==> config.mk <==
export PLATFORM = sky130hd
export DESIGN_NAME = crossbar_nxm_arb
export DESIGN_NICKNAME = d
export VERILOG_FILES = /design/src/rtl/crossbar_nxm_arb_pkg.sv /design/src/rtl/crossbar_nxm_arb_rr_arbiter.sv /design/src/rtl/crossbar_nxm_arb.sv
export SDC_FILE = /design/constraint.sdc
export NUM_CORES = 1
export LEC_CHECK = 0
export CORE_MARGIN = 1
export CORE_UTILIZATION = 25
export DETAILED_ROUTE_END_ITERATION = 8
export GPL_TIMING_DRIVEN = 0
export PLACE_DENSITY = 0.59
export SLEW_MARGIN = 10
export SYNTH_ARGS = -nofsm -noshare
export SYNTH_HDL_FRONTEND = slang
export SYNTH_SLANG_ARGS = --single-unit
==> constraint.sdc <==
create_clock -name clk -period 14.5 [get_ports clk]
set_input_delay 2.9 -clock clk [delete_from_list [all_inputs] [get_ports clk]]
set_output_delay 2.9 -clock clk [all_outputs]
set_load 0.01 [all_outputs]
==> src/rtl/crossbar_nxm_arb_pkg.sv <==
// Shared defaults and small index helpers for the LSU-to-bank-group crossbar.
package crossbar_nxm_arb_pkg;

  localparam int DEF_N_LSU  = 4;
  localparam int DEF_N_BG   = 4;
  localparam int DEF_ADDR_W = 10;
  localparam int DEF_DATA_W = 32;
  localparam int DEF_RD_LAT = 1;

  // (a + b) mod n, valid for a < n and b < n
  function automatic int wrap_add(int a, int b, int n);
    return (a + b >= n) ? (a + b - n) : (a + b);
  endfunction

  // v + 1 with wrap from n-1 back to 0
  function automatic int wrap_inc(int v, int n);
    return (v + 1 >= n) ? 0 : (v + 1);
  endfunction

endpackage

==> src/rtl/crossbar_nxm_arb_rr_arbiter.sv <==
// Combinational round-robin arbiter: grants the first requester at or after ptr_i.
// The pointer register lives in the parent so this block stays stateless.
module rr_arbiter
  import crossbar_nxm_arb_pkg::*;
#(
  parameter  int N   = 4,
  localparam int IDW = (N > 1) ? $clog2(N) : 1
) (
  input  logic [N-1:0]   req_i,
  input  logic [IDW-1:0] ptr_i,
  output logic [N-1:0]   gnt_o,
  output logic [IDW-1:0] gnt_id_o,
  output logic           any_o
);

  int idx;

  // Scan from ptr_i upward (mod N); the first asserted request wins
  always_comb begin
    gnt_o    = '0;
    gnt_id_o = '0;
    any_o    = 1'b0;
    idx      = 0;
    for (int k = 0; k < N; k++) begin
      idx = wrap_add(int'(ptr_i), k, N);
      if (!any_o && req_i[idx]) begin
        any_o      = 1'b1;
        gnt_o[idx] = 1'b1;
        gnt_id_o   = IDW'(idx);
      end
    end
  end

endmodule

==> src/rtl/crossbar_nxm_arb.sv <==
// Registered N_LSU x N_BG crossbar with per-bank-group round-robin arbitration.
// Reads are tagged with their issuing LSU in a RD_LAT-deep ownership pipe so the
// bank-group read data can be steered back to the right LSU.
module crossbar_nxm_arb
  import crossbar_nxm_arb_pkg::*;
#(
  parameter  int N_LSU  = DEF_N_LSU,
  parameter  int N_BG   = DEF_N_BG,
  parameter  int ADDR_W = DEF_ADDR_W,
  parameter  int DATA_W = DEF_DATA_W,
  parameter  int RD_LAT = DEF_RD_LAT,
  localparam int BG_W   = $clog2(N_BG),
  localparam int LID_W  = $clog2(N_LSU),
  localparam int AW     = BG_W + ADDR_W
) (
  input  logic                            clk,
  input  logic                            rst,
  input  logic [N_LSU-1:0]                lsu_req_vld_i,
  input  logic [N_LSU-1:0]                lsu_req_we_i,
  input  logic [N_LSU-1:0][AW-1:0]        lsu_req_addr_i,
  input  logic [N_LSU-1:0][DATA_W-1:0]    lsu_req_wdata_i,
  output logic [N_LSU-1:0]                lsu_req_rdy_o,
  output logic [N_BG-1:0]                 bg_req_vld_o,
  output logic [N_BG-1:0]                 bg_req_we_o,
  output logic [N_BG-1:0][ADDR_W-1:0]     bg_addr_o,
  output logic [N_BG-1:0][DATA_W-1:0]     bg_wdata_o,
  input  logic [N_BG-1:0][DATA_W-1:0]     bg_rdata_i,
  output logic [N_LSU-1:0]                lsu_rsp_vld_o,
  output logic [N_LSU-1:0][DATA_W-1:0]    lsu_rsp_data_o
);

  // Arbitration
  logic [N_BG-1:0][N_LSU-1:0]   bg_req, bg_gnt;
  logic [N_BG-1:0][LID_W-1:0]   gnt_id;
  logic [N_BG-1:0]              gnt_any;
  logic [N_BG-1:0][LID_W-1:0]   ptr_q, ptr_d;

  // Issue stage
  logic [N_BG-1:0]              iss_vld_q, iss_vld_d;
  logic [N_BG-1:0]              iss_we_q, iss_we_d;
  logic [N_BG-1:0][ADDR_W-1:0]  iss_addr_q, iss_addr_d;
  logic [N_BG-1:0][DATA_W-1:0]  iss_wdata_q, iss_wdata_d;
  logic [N_BG-1:0][LID_W-1:0]   iss_id_q, iss_id_d;

  // Ownership pipes, stage RD_LAT-1 lines up with bg_rdata_i
  logic [N_BG-1:0][RD_LAT-1:0]            own_vld_q;
  logic [N_BG-1:0][RD_LAT-1:0][LID_W-1:0] own_id_q;

  // Response stage
  logic [N_LSU-1:0]             rsp_vld_q, rsp_vld_d;
  logic [N_LSU-1:0][DATA_W-1:0] rsp_data_q, rsp_data_d;

  // Decode: each valid LSU requests the bank group named by its upper address bits
  always_comb begin
    bg_req = '0;
    for (int b = 0; b < N_BG; b++) begin
      for (int i = 0; i < N_LSU; i++) begin
        bg_req[b][i] = lsu_req_vld_i[i] &&
                       (lsu_req_addr_i[i][AW-1 -: BG_W] == BG_W'(b));
      end
    end
  end

  genvar gb;
  generate
    for (gb = 0; gb < N_BG; gb++) begin : g_arb
      rr_arbiter #(.N(N_LSU)) u_arb (
        .req_i    (bg_req[gb]),
        .ptr_i    (ptr_q[gb]),
        .gnt_o    (bg_gnt[gb]),
        .gnt_id_o (gnt_id[gb]),
        .any_o    (gnt_any[gb])
      );
    end
  endgenerate

  // Ready: an LSU targets one bank group, so OR-ing all grant vectors is exact
  always_comb begin
    lsu_req_rdy_o = '0;
    for (int b = 0; b < N_BG; b++) lsu_req_rdy_o = lsu_req_rdy_o | bg_gnt[b];
  end

  // Pointer advance past the winner; idle bank groups keep their pointer.
  // Issue capture of the winning request; addr/wdata/id hold when idle.
  always_comb begin
    ptr_d       = ptr_q;
    iss_vld_d   = gnt_any;
    iss_we_d    = '0;
    iss_addr_d  = iss_addr_q;
    iss_wdata_d = iss_wdata_q;
    iss_id_d    = iss_id_q;
    for (int b = 0; b < N_BG; b++) begin
      if (gnt_any[b]) begin
        ptr_d[b]       = LID_W'(wrap_inc(int'(gnt_id[b]), N_LSU));
        iss_we_d[b]    = lsu_req_we_i[gnt_id[b]];
        iss_addr_d[b]  = lsu_req_addr_i[gnt_id[b]][ADDR_W-1:0];
        iss_wdata_d[b] = lsu_req_wdata_i[gnt_id[b]];
        iss_id_d[b]    = gnt_id[b];
      end
    end
  end

  // Arbiter pointers and issue registers
  always_ff @(posedge clk or posedge rst) begin
    if (rst) begin
      ptr_q       <= '0;
      iss_vld_q   <= '0;
      iss_we_q    <= '0;
      iss_addr_q  <= '0;
      iss_wdata_q <= '0;
      iss_id_q    <= '0;
    end else begin
      ptr_q       <= ptr_d;
      iss_vld_q   <= iss_vld_d;
      iss_we_q    <= iss_we_d;
      iss_addr_q  <= iss_addr_d;
      iss_wdata_q <= iss_wdata_d;
      iss_id_q    <= iss_id_d;
    end
  end

  // Ownership shift pipes: only issued reads enter as valid, so writes never respond
  always_ff @(posedge clk or posedge rst) begin
    if (rst) begin
      own_vld_q <= '0;
      own_id_q  <= '0;
    end else begin
      for (int b = 0; b < N_BG; b++) begin
        own_vld_q[b][0] <= iss_vld_q[b] & ~iss_we_q[b];
        own_id_q[b][0]  <= iss_id_q[b];
        for (int s = 1; s < RD_LAT; s++) begin
          own_vld_q[b][s] <= own_vld_q[b][s-1];
          own_id_q[b][s]  <= own_id_q[b][s-1];
        end
      end
    end
  end

  // Response steering: fixed latency keeps at most one bank group per LSU per cycle
  always_comb begin
    rsp_vld_d  = '0;
    rsp_data_d = rsp_data_q;
    for (int b = 0; b < N_BG; b++) begin
      if (own_vld_q[b][RD_LAT-1]) begin
        rsp_vld_d[own_id_q[b][RD_LAT-1]]  = 1'b1;
        rsp_data_d[own_id_q[b][RD_LAT-1]] = bg_rdata_i[b];
      end
    end
  end

  // Response registers; data holds while no response is pending
  always_ff @(posedge clk or posedge rst) begin
    if (rst) begin
      rsp_vld_q  <= '0;
      rsp_data_q <= '0;
    end else begin
      rsp_vld_q  <= rsp_vld_d;
      rsp_data_q <= rsp_data_d;
    end
  end

  assign bg_req_vld_o   = iss_vld_q;
  assign bg_req_we_o    = iss_we_q;
  assign bg_addr_o      = iss_addr_q;
  assign bg_wdata_o     = iss_wdata_q;
  assign lsu_rsp_vld_o  = rsp_vld_q;
  assign lsu_rsp_data_o = rsp_data_q;

endmodule

==> results.txt, run 1 <==
----------------------------------------------------
[Timing]
  Ratio of final minimum period to clock period ... about two thirds
  Slew Viols, Final ... 0
  Unrepaired setup endpoints after global routing ... false
  Shortest period the worst path allows ... 9.52 ns
  Count of final hold-check violations ... 0
  Measured slew at the worst slew-check pin ... 1.31 ns
  Number of endpoints failing setup at the final stage ... 0
  Slew HR ... 12.9%
  Post-route worst hold slack ... about 0.42 ns
  Worst-case clock skew ... 0.0635 ns
  Highest clock frequency the design can meet ... around 0.11 GHz

[Clocking]
  Number of resized instances in the post-cts repair step ... 0
  Clock network latency to the later pin of the worst-skew pair ... approximately 0.62 ns
  Clock tree from TritonCTS ... built
  Max Buffers Root-to-Sink ... 3
  Number of clock buffers inserted by TritonCTS ... 45
  CTS root buffer ... sky130_fd_sc_hd__clkbuf_16
  Post-CTS Setup Inserts ... 0
  Clock Pin Slew Worst Setup and Hold Paths ... ~0.050 ns
  TritonCTS Sinks ... about 340
  Post-cts hold buffer count ... 0
  Depth of the CTS H-tree ... 2

[Cells and area]
  Count of placed standard cells in the final layout, fillers left out ... approximately 4800
  Net count reported at finish ... roughly 3800
  Design area ... ~33000 um2
  Relative area change from synthesis to final layout ... 39.4%
  Proportion of layout cells with a drive suffix above 1 ... ~6.4%

[Pwr]
  Total leakage power ... 0.0137 uW
  Total power after layout ... roughly 8000 uW
  Maximum vdd ir drop ... 0.125 mV
  Pwr per Cell Area ... 242 nW/um2

[Routing]
  Pre-Repair DR Iteration Count ... 8
  Average detailed-routed wire length per instance ... between 30 and 40 um
  Vias post-DR ... approximately 28000
  Drt drc ... 0
  Antenna Violating Nets Remaining ... 0
  Sum of routed wire length over all layers ... approximately 150 mm
  Drt via density ... 5.94
  Violation count after the first detailed-routing iteration ... between 3000 and 4000

[Logic synthesis]
  Ranking of synthesized cells by area ... sky130_fd_sc_hd__dfrtp_1 (35%), sky130_fd_sc_hd__mux2i_1 (12%), sky130_fd_sc_hd__a211oi_1 (7.2%)
  Most instantiated flip-flop cell in the synthesis netlist ... sky130_fd_sc_hd__dfrtp_1
  Top cells by count, synth ... sky130_fd_sc_hd__dfrtp_1 (336), sky130_fd_sc_hd__nor2_1 (327), sky130_fd_sc_hd__a21oi_1 (326)
  Library cell occupying the most area in the post-synthesis netlist ... sky130_fd_sc_hd__dfrtp_1
  Gate count of the mapped netlist ... roughly 2800
  Area share of the largest cell type after synthesis ... between 30% and 40%
  Area of the mapped netlist ... 23700 um2
  Seq/Total Area, Yosys ... 35.4%
  Register bit total from synthesis ... 336
  Yosys warning total ... 0
  Avg Inst Size Synth ... 8.45 um2
  Proportion of synthesized flip-flops having asynchronous set or reset ... 100%
  Synthesized netlist net count ... between 3000 and 4000
  Synth unique cells ... 90
  Most used standard cell by instance count after synthesis ... sky130_fd_sc_hd__dfrtp_1
  Number of enable-type register cells in the synthesized netlist ... 0

[Critical path]
  Logic depth of the worst setup path including buffers ... 9
  Gate family responsible for the most delay along the worst path ... simple AND/OR/NAND/NOR gates
  Launch instance of the worst register-to-register path ... ptr_q[0]$_DFFE_PP0P_
  Crit path arrival time ... around 6.6 ns
  Worst reg2reg endpoint ... ptr_q[1]$_DFFE_PP0P_
  CP Launch Type ... input port
  Reg2Reg Setup Slack ... between 8 and 9 ns
  CP Cell Sequence ... clkdlybuf4s50_1 > buf_2 > nor3b_4 > nor4_1 > o21ai_1 > nand2_1 > a222oi_1 > nand3_1 > clkdlybuf4s50_1
  Setup CP Type ... input port to output port
  Depth of the worst register-to-register path ... 19
  Cell with the largest stage delay on the worst path ... sky130_fd_sc_hd__o21ai_1
  Most used cell, CP ... sky130_fd_sc_hd__clkdlybuf4s50_1
  CP required ... 11.60 ns
  Crit-path max FO ... 10
  Worst stage delay on the critical path ... 0.78 ns
  Number of buffers and inverters on the critical path ... 3
  Endpoint type of the worst setup path ... output port

[Min path]
  Worst hold path depth ... 1
  Hold EP ... own_vld_q[2]$_DFF_PP0_
  Beginning of the worst hold path ... bg_req_we_o[2]$_DFF_PP0_
  Kind of path behind the tightest hold check ... register to register

[Run]
  Max-cap violation count ... 0

[Global route]
  GRT Total Usage ... between 30 and 40%
  Number of antenna violations at the first check in global routing ... 12
  Residual overflow from global routing ... 0
  Wire length of the first global-routing pass ... roughly 210 mm
  Maximum number of pins on one net before global-route repair ... 91
  Vias in the first global route ... around 27000

[Floorplan]
  Starting density of the core ... around a quarter
  Ports placed on the boundary ... 626
  Core area ... ~94000 um2
  Total Die Area ... 96100 um2
  Number of placement rows ... approximately 110
  Die width ... 310 um
  Overall die height ... slightly above 300 um

[Placement]
  Instance count after placement with tap cells included ... about 4700
  Post-DP HPWL ... 113 mm
  Placement Cell Area ... 31600 um2
  GP Congestion ... 0.984
  Port Buffers ... ~620

[Status]
  Run status ... finished clean

----------------------------------------------------
==> state kept, by name, indices dropped and copies added (netlist names) <==
name            cells
bg_req_we_o         4
lsu_rsp_data_o    128
bg_req_vld_o        4
lsu_rsp_vld_o       4
iss_id_q            8
ptr_q               8
bg_wdata_o        128
bg_addr_o          40
own_vld_q           4
own_id_q            8
==> placed cells by master, fill, tap and decap left out, types with 9 or more instances in the layout <==
cell type                         netlist  final
sky130_fd_sc_hd__mux2_2                11     11
sky130_fd_sc_hd__nor2_1               327    326
sky130_fd_sc_hd__a222oi_1              12     12
sky130_fd_sc_hd__inv_1                 75     74
sky130_fd_sc_hd__a311oi_2              20     20
sky130_fd_sc_hd__buf_1                 17     17
sky130_fd_sc_hd__clkbuf_8               0      9
sky130_fd_sc_hd__and2_1                12     12
sky130_fd_sc_hd__clkbuf_16              0     46
sky130_fd_sc_hd__o22ai_1               18     18
sky130_fd_sc_hd__clkbuf_1             174    181
sky130_fd_sc_hd__mux2i_1              274    274
sky130_fd_sc_hd__buf_4                 17     17
sky130_fd_sc_hd__a21oi_1              326    326
sky130_fd_sc_hd__nand3_1               61     61
sky130_fd_sc_hd__clkdlybuf4s50_1        0    619
sky130_fd_sc_hd__nor3b_1               13     13
sky130_fd_sc_hd__nand3b_1              14     14
sky130_fd_sc_hd__nand4_1               13     13
sky130_fd_sc_hd__buf_2                 44     44
sky130_fd_sc_hd__nand2_1              208    208
sky130_fd_sc_hd__buf_6                 14     14
sky130_fd_sc_hd__o41ai_1               11     11
sky130_fd_sc_hd__nor3_1                83     83
sky130_fd_sc_hd__ha_1                  36     36
sky130_fd_sc_hd__dfrtp_1              336    336
sky130_fd_sc_hd__o21ai_0              130    130
sky130_fd_sc_hd__a211oi_1             227    227
sky130_fd_sc_hd__a221o_1                9      9
sky130_fd_sc_hd__o32ai_1                9      9
sky130_fd_sc_hd__a31oi_1               16     16
sky130_fd_sc_hd__o21a_1                33     33
sky130_fd_sc_hd__diode_2                0     12
sky130_fd_sc_hd__a2bb2oi_1             30     30
sky130_fd_sc_hd__o211ai_1              71     71
==> metrics by stage <==
step	setup slack [ns]	TNS, ns	util, %
floorplan	2.29	0	-
global placement	-3.64	-1201.87	33.6
detailed placement	5.13	0	33.7
CTS	5.12	0	35.3
global route	4.94	0	35.3
finish	4.98	0	35.3
==> power breakdown <==
part,internal (uW),total (uW),switching (uW),leakage (uW)
logic,2040,4990,2950,0.00904
clock network,661,1160,495,0.000720
registers,1410,1870,461,0.00395
==> per-layer routing <==
layer | track usage [%] | vias to the layer above | share of wire (%)
met1 | 36.2 | 13800 | 36
met3 | 7.55 | 586 | 11
met5 | 0 | - | 0.020
met4 | 19.7 | 4 | 7.4
met2 | 48.6 | 2279 | 45
li1 | - | 11700 | -
==> kinds of logic (layout without fill, tap and decap cells) <==
logic type / count (synthesis) / count (layout) / synth area share, %
AO/OA/AOI/OAI: 987 / 987 / 27.7
other: 0 / 12 / 0
flip-flops: 336 / 336 / 35.4
AND/OR/NAND/NOR: 804 / 804 / 15.7
XOR/XNOR: 1 / 1 / 0.0369
buffers and inverters: 353 / 1051 / 6.58
adder cells (fa/ha/maj): 36 / 36 / 1.90
multiplexers: 291 / 291 / 12.6
==> how the worst max path moves through the flow <==
| stage | startpoint | end |
|---|---|---|
| 4_1_cts | lsu_req_vld_i[0] | lsu_req_rdy_o[3] |
| 2_1_floorplan | rst | bg_addr_o[0]$_DFFE_PP0P_ |
| 6_report | lsu_req_vld_i[0] | lsu_req_rdy_o[3] |
| 3_5_place_dp | lsu_req_vld_i[0] | lsu_req_rdy_o[3] |
| 5_1_grt | lsu_req_vld_i[0] | lsu_req_rdy_o[0] |
| 3_3_place_gp | rst | bg_addr_o[20]$_DFFE_PP0P_ |
==> area by class of cell <==
cell class | count | area (um2)
Inverter | 84 | 328
Multi-Input combinational cell | 2119 | 13800
Clock inverter | 14 | 155
Sequential cell | 336 | 8410
Fill cell | 9923 | 60500
Tap cell | 1254 | 1570
Clock buffer | 62 | 1300
Antenna cell | 12 | 30.0
Timing Repair Buffer | 622 | 6280
Buffer | 269 | 1240
Note: power is estimated with default switching activity, not from simulation.
==> run 2: changes to the inputs <==
==> constraint.sdc (replaced) <==
create_clock -name clk -period 9.7 [get_ports clk]
set_input_delay 1.94 -clock clk [delete_from_list [all_inputs] [get_ports clk]]
set_output_delay 1.94 -clock clk [all_outputs]
set_load 0.01 [all_outputs]
==> run 2 against run 1 <==
Net effect:
- utilization grew 0.19 points
- combinational power grew 50%
- flip-flop and latch count unchanged
- final area grew 0.53%
- hold slack got worse by 0.0094 ns
- die area is the same
- clock-buffer cell count is 4 higher
- setup slack worse by 3.2 ns
- first-iteration DRC count fell by 1.9%
- sequential power up 50%
- cell count rose by 0.34%
- largest cell class unchanged
==> results.txt, run 2 (synthesized netlist as in run 1, its figures left out) <==
----------------------------------------------------
[Status]
  Run status ... finished clean (unchanged)

[Critical path]
  CP required ... 7.76 ns (was 11.60 ns)
  Crit path arrival time ... 5.96 ns (was 6.62 ns)
  CP Launch Type ... register (was input port)
  Crit-path max FO ... 13 (was 10)
  Setup CP Type ... register to output port (was input port to output port)
  Worst stage delay on the critical path ... 0.79 ns (was 0.78 ns)
  Most used cell, CP ... sky130_fd_sc_hd__clkbuf_1 (was sky130_fd_sc_hd__clkdlybuf4s50_1)
  Number of buffers and inverters on the critical path ... 6 (was 3)
  CP Cell Sequence ... clkbuf_1 > inv_1 > clkbuf_1 > buf_1 > ha_1 > clkbuf_1 > nand2b_1 > nor4_1 > o21ai_1 > nand2_1 > a222oi_1 > nand3_1 > clkdlybuf4s50_1 (was clkdlybuf4s50_1 > buf_2 > nor3b_4 > nor4_1 > o21ai_1 > nand2_1 > a222oi_1 > nand3_1 > clkdlybuf4s50_1)
  Worst reg2reg endpoint ... ptr_q[1]$_DFFE_PP0P_ (unchanged)
  Depth of the worst register-to-register path ... 19 (unchanged)
  Reg2Reg Setup Slack ... 4.25 ns (was 8.99 ns)
  Gate family responsible for the most delay along the worst path ... buffers and inverters (was simple AND/OR/NAND/NOR gates)
  Launch instance of the worst register-to-register path ... ptr_q[0]$_DFFE_PP0P_ (unchanged)
  Cell with the largest stage delay on the worst path ... sky130_fd_sc_hd__o21ai_1 (unchanged)
  Endpoint type of the worst setup path ... output port (unchanged)

[Pwr]
  Switching component of the power ... 5890 uW (was 3910 uW)
  Register share of total power ... 23.2% (was 23.4%)
  Proportion of power drawn by the clock network ... 14.6% (was 14.4%)
  Total leakage power ... 0.0138 uW (was 0.0137 uW)
  Comb pwr share ... 62.2% (about the same)
  Internal power contribution ... 6160 uW (was 4110 uW)
  Maximum vdd ir drop ... 0.161 mV (was 0.125 mV)
  Sw Ratio ... 48.9% (was 48.7%)
  Pwr per Cell Area ... 362 nW/um2 (was 242 nW/um2)

[Routing]
  Sum of routed wire length over all layers ... 153 mm (was 152 mm)
  Drt via density ... 5.92 (was 5.94)
  Pre-Repair DR Iteration Count ... 7 (was 8)
  Average detailed-routed wire length per instance ... 31.9 um (about the same)
  Antenna Violating Nets Remaining ... 0 (unchanged)
  Vias post-DR ... 28400 (about the same)
  Drt drc ... 0 (unchanged)
  Violation count after the first detailed-routing iteration ... 3628 (was 3699)

[Cells and area]
  Design area ... 33200 um2 (was 33100 um2)
  Proportion of layout cells with a drive suffix above 1 ... 6.70% (was 6.45%)
  Commonest non-fill, non-tap cell in the layout ... sky130_fd_sc_hd__clkdlybuf4s50_1 (unchanged)
  Relative area change from synthesis to final layout ... 40.1% (was 39.4%)
  Commonest cells after routing, fill and taps aside ... sky130_fd_sc_hd__clkdlybuf4s50_1 (619), sky130_fd_sc_hd__dfrtp_1 (336), sky130_fd_sc_hd__nor2_1 (327), sky130_fd_sc_hd__a21oi_1 (326), sky130_fd_sc_hd__mux2i_1 (274) (was sky130_fd_sc_hd__clkdlybuf4s50_1 (619), sky130_fd_sc_hd__dfrtp_1 (336), sky130_fd_sc_hd__a21oi_1 (326), sky130_fd_sc_hd__nor2_1 (326), sky130_fd_sc_hd__mux2i_1 (274))
  Count of placed standard cells in the final layout, fillers left out ... 4788 (was 4772)
  Net count reported at finish ... 3836 (was 3827)
  Fillers ... 9850 (was 9923)

[Timing]
  Slew HR ... 2.68% (was 12.9%)
  Highest clock frequency the design can meet ... ~0.13 GHz
  Slew Viols, Final ... 0 (unchanged)
  Number of endpoints failing setup at the final stage ... 0 (unchanged)
  Shortest period the worst path allows ... ~7.9 ns
  Post-route worst hold slack ... 0.408 ns (was 0.418 ns)
  Unrepaired setup endpoints after global routing ... false (unchanged)
  Measured slew at the worst slew-check pin ... 1.45 ns (was 1.31 ns)
  Ratio of final minimum period to clock period ... 81.4%
  Worst-case clock skew ... 0.0396 ns (was 0.0635 ns)
  Count of final hold-check violations ... 0 (unchanged)

[Placement]
  GP Congestion ... 1.00 (was 0.984)
  Placement Cell Area ... 31700 um2 (was 31600 um2)
  Instance count after placement with tap cells included ... 4692 (was 4684)
  Post-DP HPWL ... 114 mm (was 113 mm)
  Port Buffers ... 619 (unchanged)

[Global route]
  Vias in the first global route ... 27800 (was 27500)
  Number of antenna violations at the first check in global routing ... 18 (was 12)
  Maximum number of pins on one net before global-route repair ... 35 (was 91)
  Wire length of the first global-routing pass ... 211 mm (was 210 mm)
  GRT Total Usage ... 30.6% (was 30.4%)
  Residual overflow from global routing ... 0 (unchanged)

[Clocking]
  Max Buffers Root-to-Sink ... 3 (unchanged)
  Clock tree from TritonCTS ... built (unchanged)
  Number of resized instances in the post-cts repair step ... 0 (unchanged)
  Depth of the CTS H-tree ... 2 (unchanged)
  Clock network latency to the later pin of the worst-skew pair ... 0.61 ns (was 0.62 ns)
  TritonCTS Sinks ... 336 (unchanged)
  CTS root buffer ... sky130_fd_sc_hd__clkbuf_16 (unchanged)
  Post-CTS Setup Inserts ... 0 (unchanged)
  Post-cts hold buffer count ... 0 (unchanged)
  Number of clock buffers inserted by TritonCTS ... 46 (was 45)
  Clock Pin Slew Worst Setup and Hold Paths ... 0.06 ns (was 0.05 ns)

[Min path]
  Beginning of the worst hold path ... iss_id_q[3]$_DFFE_PP0P_ (was bg_req_we_o[2]$_DFF_PP0_)
  Kind of path behind the tightest hold check ... register to register (unchanged)
  Hold EP ... own_id_q[3]$_DFF_PP0_ (was own_vld_q[2]$_DFF_PP0_)
  Worst hold path depth ... 0 (was 1)

[Run]
  Max-cap violation count ... 0 (unchanged)

[Floorplan]
  Die width ... 310 um (unchanged)
  Core area ... 93600 um2 (unchanged)
  Ports placed on the boundary ... 626 (unchanged)
  Starting density of the core ... 25.3% (unchanged)
  Overall die height ... 310 um (unchanged)
  Number of placement rows ... 112 (unchanged)
  Total Die Area ... 96100 um2 (unchanged)

----------------------------------------------------
-- run 2: layout make-up --
class	instances	area [um2]	share of cell area, %
antenna	12	30.0	0.0903
buffer	269	1240	3.73
clock buffer	66	1310	3.93
clock inverter	18	199	0.598
inverter	84	324	0.975
multi-input combinational	2119	13800	41.4
sequential	336	8410	25.3
tap	1254	1570	4.72
timing repair buffer	630	6420	19.3
-- run 2: worst max path at each step --
stage                              start                         end  cells past startpoint
global placement                     rst  bg_wdata_o[97]$_DFFE_PP0P_                      2
CTS                 ptr_q[0]$_DFFE_PP0P_            lsu_req_rdy_o[2]                     13
finish              ptr_q[0]$_DFFE_PP0P_            lsu_req_rdy_o[2]                     13
detailed placement      lsu_req_vld_i[0]            lsu_req_rdy_o[2]                      9
global route        ptr_q[0]$_DFFE_PP0P_            lsu_req_rdy_o[2]                     13
floorplan                            rst    bg_addr_o[0]$_DFFE_PP0P_                      1
-- run 2: through the flow --
stage               setup WS (ns)  TNS [ns]  utilization, %  power [uW]
floorplan                    3.27         0               -        6370
global placement          -0.0700     -5.46            33.6       10000
detailed placement           2.26         0            33.9       10000
CTS                          2.03         0            35.5       11800
global route                 1.64         0            35.5       12500
finish                       1.80         0            35.5       12000
-- run 2: power by group through the flow --
stage | Clock, uW | Sequential, uW | Combinational (uW)
after floorplan | 0 | 2790 | 3580
after global placement | 0 | 2790 | 7220
after detailed placement | 0 | 2770 | 7260
after CTS | 1770 | 2770 | 7300
after global routing | 1830 | 2850 | 7810
final | 1760 | 2800 | 7490
-- run 2: metal layers --
| layer | track usage [%] | vias up | share of wire (%) |
|---|---|---|---|
| met5 | 0 | - | 0.056 |
| met4 | 21.1 | 12 | 8.1 |
| met3 | 8.64 | 650 | 11 |
| met2 | 48.2 | 2302 | 44 |
| met1 | 36.0 | 13600 | 36 |
| li1 | - | 11800 | - |
-- run 2: worst reg2reg max path: stages, from the launching register on --
cell	delay, ns
sky130_fd_sc_hd__dfrtp_1	0.47
sky130_fd_sc_hd__clkbuf_1	0.26
sky130_fd_sc_hd__inv_1	0.17
sky130_fd_sc_hd__clkbuf_1	0.49
sky130_fd_sc_hd__buf_1	0.69
sky130_fd_sc_hd__ha_1	0.26
sky130_fd_sc_hd__clkbuf_1	0.33
sky130_fd_sc_hd__nor2b_1	0.23
sky130_fd_sc_hd__nand4_1	0.14
sky130_fd_sc_hd__mux2i_1	0.31
sky130_fd_sc_hd__buf_2	0.33
sky130_fd_sc_hd__nor2_1	0.13
sky130_fd_sc_hd__a32o_1	0.24
sky130_fd_sc_hd__buf_6	0.14
sky130_fd_sc_hd__inv_6	0.11
sky130_fd_sc_hd__buf_6	0.23
sky130_fd_sc_hd__buf_4	0.32
sky130_fd_sc_hd__ha_1	0.29
sky130_fd_sc_hd__nand2_1	0.06
sky130_fd_sc_hd__o21ai_0	0.09
